[config.mk]
export PLATFORM = sky130hd
export DESIGN_NAME = alu_multicycle
export DESIGN_NICKNAME = d
export VERILOG_FILES = /design/src/rtl/alu_multicycle.sv
export SDC_FILE = /design/constraint.sdc
export NUM_CORES = 1
export LEC_CHECK = 0
export CORE_AREA = 2 2 203 205
export CTS_BUF_LIST = sky130_fd_sc_hd__clkbuf_8
export CTS_CLUSTER_DIAMETER = 200
export CTS_CLUSTER_SIZE = 20
export DETAILED_ROUTE_END_ITERATION = 10
export DIE_AREA = 0 0 205 207
export PLACE_DENSITY = 0.59
export SLEW_MARGIN = 20
export SYNTH_ARGS = -nofsm -noshare
export SYNTH_HDL_FRONTEND = slang
export SYNTH_SLANG_ARGS = --single-unit
[constraint.sdc]
create_clock -name clk_i -period 9.7 [get_ports clk_i]
set_clock_uncertainty 0.2 [all_clocks]
set_input_delay 2.425 -clock clk_i [delete_from_list [all_inputs] [get_ports clk_i]]
set_output_delay 2.425 -clock clk_i [all_outputs]
set_load 0.05 [all_outputs]
[src/rtl/alu_multicycle.sv]
// alu_multicycle: 32-bit ALU. Every operation except MUL completes one cycle
// after acceptance. MUL is a 32-iteration radix-2 shift-add.
module alu_multicycle (
    input  logic        clk_i,
    input  logic        rst_i,
    input  logic        start_i,
    input  logic [2:0]  op_i,
    input  logic [31:0] a_i,
    input  logic [31:0] b_i,
    output logic        busy_o,
    output logic        done_o,
    output logic [31:0] result_o
);

    typedef enum logic {
        S_IDLE = 1'b0,
        S_MUL  = 1'b1
    } state_t;

    typedef enum logic [2:0] {
        OP_ADD = 3'b000,
        OP_SUB = 3'b001,
        OP_MUL = 3'b010,
        OP_NOP = 3'b011,
        OP_AND = 3'b100,
        OP_XOR = 3'b101,
        OP_SLL = 3'b110,
        OP_SRA = 3'b111
    } op_t;

    state_t      r_state;
    logic [4:0]  r_cnt;
    logic [31:0] r_acc;
    logic [31:0] r_mcand;
    logic [31:0] r_mplier;
    logic [31:0] r_result;
    logic        r_busy;
    logic        r_done;

    logic [31:0] w_alu;
    logic [31:0] w_acc_next;

    // Single-cycle result, computed straight from the accepted inputs
    always_comb begin
        w_alu = '0;
        case (op_t'(op_i))
            OP_ADD:  w_alu = a_i + b_i;
            OP_SUB:  w_alu = a_i - b_i;
            OP_AND:  w_alu = a_i & b_i;
            OP_XOR:  w_alu = a_i ^ b_i;
            OP_SLL:  w_alu = a_i << b_i[4:0];
            OP_SRA:  w_alu = $unsigned($signed(a_i) >>> b_i[4:0]);
            default: w_alu = '0;
        endcase
    end

    // One shift-add step: add the shifted multiplicand when the multiplier LSB is set
    always_comb begin
        w_acc_next = r_acc + (r_mplier[0] ? r_mcand : '0);
    end

    // Control FSM with registered busy/done/result
    always_ff @(posedge clk_i) begin
        if (rst_i) begin
            r_state  <= S_IDLE;
            r_cnt    <= '0;
            r_acc    <= '0;
            r_mcand  <= '0;
            r_mplier <= '0;
            r_result <= '0;
            r_busy   <= 1'b0;
            r_done   <= 1'b0;
        end else begin
            r_done <= 1'b0;
            case (r_state)
                S_IDLE: begin
                    if (start_i) begin
                        if (op_t'(op_i) == OP_MUL) begin
                            r_state  <= S_MUL;
                            r_busy   <= 1'b1;
                            r_cnt    <= '0;
                            r_acc    <= '0;
                            r_mcand  <= a_i;
                            r_mplier <= b_i;
                        end else begin
                            r_result <= w_alu;
                            r_done   <= 1'b1;
                        end
                    end
                end
                S_MUL: begin
                    r_acc    <= w_acc_next;
                    r_mcand  <= r_mcand << 1;
                    r_mplier <= r_mplier >> 1;
                    r_cnt    <= r_cnt + 5'd1;
                    if (r_cnt == 5'd31) begin
                        r_state  <= S_IDLE;
                        r_busy   <= 1'b0;
                        r_done   <= 1'b1;
                        r_result <= w_acc_next;
                    end
                end
                default: r_state <= S_IDLE;
            endcase
        end
    end

    assign busy_o   = r_busy;
    assign done_o   = r_done;
    assign result_o = r_result;

endmodule

==> results.yml <==
worst_hold_path:
  hold_end: "r_acc[26]"
  min_from: "r_acc[26]"
  hold_path_class: "register to register"
  holdPathStages: 2
sta:
  clock.fmax_mhz: 133.5
  setup_violations: 0
  period_needed_ns: 7.490
  tns_ns: 0
  maxSlewHeadroom: 0.2294
  setup_ws_ns: 2.210
  maxSlewViolCount: 0
  fin_crit_sh: 0.7722
  rsz0062_at_grt: "false"
  hold_violations: 0
  worst_pin_slew_ns: 1.153
critical_path:
  max_stage_delay_ns: 0.76
  r2r-start: "r_mplier[0]"
  rrSetupSlack_ns: 5.59
  arrival_ns: 7.69
  r2r_end: "result_o[24]"
  criticalPathCategory: "input pin to register"
  cp-start-kind: "input pin"
  r2r_cells: 13
  crit_slowest_cell: "and2_1"
  cp.required_ns: 9.90
  cp_max_fo: 19
  endpoint_kind: "register"
  path_cells: "clkdlybuf4s50_1 -> nor2_1 -> and2_1 -> nor2_1 -> xnor2_1 -> ha_1 -> o211ai_1 -> a21oi_1 -> o211ai_1 -> o211a_1 -> o41ai_1 -> mux2_2 -> o21ai_0 -> a21oi_1 -> a211oi_1"
placed_design:
  dp.cells: 2423
  placed_cell_area_um2: 15140
  hpwl_mm: 43.52
  preCtsSetupSlack_ns: 1.917
  place_congestion: 0.9879
  port_buffers: 103
cts:
  cts.path.max_buffers: 2
  htreeDepth: 4
  post_cts_buffers: 0
  clock-sinks: 136
  cts_root_buf: "clkbuf_8"
  cts_tree: "yes"
  clock_latency_ns: 0.49
  path_clk_slew_ns: 0.10
  ctsHoldBuffers: 0
  cts-resized-gates: 0
  numCtsBuffers: 17
outcome:
  status: "complete, no violations"
final_layout:
  drive_above_1_share: 0.07228
  seq_area_um2: 2728
  finalInstanceArea_um2: 15570
  nets: 2080
  fillers: 4334
  area_growth_pct: 12.23
  multi_input_area_um2: 10470
  fin_cells: 2456
drt:
  first_pass_iters: 7
  antenna_left: 0
  drc: 0
  totalWireLength_mm: 59.31
  dr_total_vias: 14785
  viasPerCell: 6.020
  drt-initial-drc-count: 1668
  routedWlPerCell_um: 24.15
synth:
  synth_ff_type: "dfxtp_1"
  synth_top_area_cell: "dfxtp_1"
  synth_area_per_cell_um2: 7.286
  synth_edf_count: 0
  yosysMostFrequentCell: "nand2_1"
  yosysWarnings: 0
  synth_seq_cells: 136
  syn_nets: 2074
  synthArstFlopShare: 0
  synthTopCellsByCount: "nand2_1, a21oi_1, nor2_1, dfxtp_1, ha_1"
  synth.top_cell.area_share: 0.1962
  synthDistinctLibCells: 81
  syn_area_um2: 13870
  synth_area_leaders: "dfxtp_1, a21oi_1, ha_1"
  syn-instance-count: 1904
  ys_seq_area_frac: 0.1962
grt:
  grt_usage: 0.2746
  grt_first_pass_wirelength_mm: 88.14
  grt_pass1_vias: 13753
  gr-total-overflow: 0
  antenna_found_initial: 2
  grt_max_degree: 89
floorplanning:
  rows: 74
  fp.dieH_um: 207
  core_area_um2: 40370
  dieWidth_um: 205
  pin_count: 104
  start_util: 0.3437
  die-area_um2: 42440
power_and_ir_drop:
  p_per_area_nw_per_um2: 116.1
  ir_drop_mv: 0.07169
  power_uw: 1807
  p_leak_uw: 0.006123
flow_run:
  max_cap_violations: 0
==> cell usage in the layout, fill, tap and decap left out, types with 7 or more instances in the layout <==
| cell type | instances |
|---|---|
| a21o_1 | 34 |
| a21boi_0 | 7 |
| and3_1 | 10 |
| nor2_1 | 256 |
| a21oi_1 | 260 |
| and2_1 | 36 |
| a211oi_1 | 20 |
| o21ai_0 | 79 |
| o211ai_1 | 20 |
| nor4_1 | 9 |
| o31ai_1 | 8 |
| a31oi_1 | 10 |
| a221oi_1 | 16 |
| nand4_1 | 7 |
| xor2_1 | 32 |
| nor3_1 | 25 |
| mux2i_1 | 81 |
| mux2_2 | 16 |
| inv_1 | 21 |
| o21a_1 | 13 |
| clkbuf_8 | 17 |
| a311oi_1 | 22 |
| o221ai_1 | 13 |
| nand2b_1 | 15 |
| o22ai_1 | 11 |
| ha_1 | 98 |
| a22oi_1 | 17 |
| nand2_1 | 277 |
| o21bai_1 | 8 |
| mux4_2 | 29 |
| dfxtp_1 | 134 |
| a222oi_1 | 10 |
| buf_4 | 26 |
| xnor2_1 | 45 |
| nand3_1 | 22 |
| clkdlybuf4s50_1 | 98 |
| or2_2 | 8 |
==> cell type report <==
type	count	share of cell area
repair buffers	127	0.07650
flip-flops and latches	136	0.1752
inverters	23	0.005545
diodes	1	0.0001607
clock inverters	15	0.01262
multi-input cells	1605	0.6722
well taps	532	0.04275
clock buffers	17	0.01503
==> cells by family after synthesis <==
family	count (synthesis)	share of synthesized area
compound gates	606	0.2798
xor+xnor	77	0.04861
fa+ha+maj	100	0.09127
buf+inv	163	0.05114
flops	136	0.1962
mux	126	0.1185
simple gates	696	0.2145
==> worst max path at each step <==
stage,end,cells past startpoint,from,slack (ns)
after floorplan,result_o[31],23,b_i[0],2.68
after global placement,result_o[26],15,op_i[2],2.02
after detailed placement,result_o[26],15,op_i[2],1.92
after CTS,result_o[26],15,op_i[2],2.32
after global routing,result_o[26],15,op_i[2],1.89
final,result_o[26],15,op_i[2],2.21
==> per-stage QoR <==
| step | hold WS [ns] | utilization |
|---|---|---|
| 2_1_floorplan | 0.2406 | - |
| 3_3_place_gp | 0.2465 | 0.3749 |
| 3_5_place_dp | 0.2567 | 0.3749 |
| 4_1_cts | 0.2693 | 0.3856 |
| 5_1_grt | 0.2855 | 0.3856 |
| 6_report | 0.2669 | 0.3857 |
==> where the power goes <==
group	internal (uW)	total (uW)	switching (uW)
combinational	237	683	446
clock	243	531	288
sequential	577	593	16.7
==> sequential cells by signal (all words and copies together), names as in the netlist <==
| register | cells |
|---|---|
| result_o | 32 |
| r_state | 1 |
| done_o | 1 |
| busy_o | 1 |
| r_acc | 32 |
| r_mcand | 32 |
| r_cnt | 5 |
| r_mplier | 32 |
==> per-layer routing <==
metal,vias up,share of wire,GRT usage
met2,648,0.44,0.4312
met3,107,0.077,0.04012
met1,7092,0.44,0.3818
met4,2,0.036,0.09576
li1,6936,-,-
met5,-,0.00019,0
==> critical path: cells and delay by family <==
family	cells	cell delay, ns
compound gates	8	2.13
xor+xnor	1	0.17
fa+ha+maj	1	0.38
buf+inv	1	0.63
mux	1	0.41
simple gates	3	1.53
Note: power is estimated with default switching activity, not from simulation.
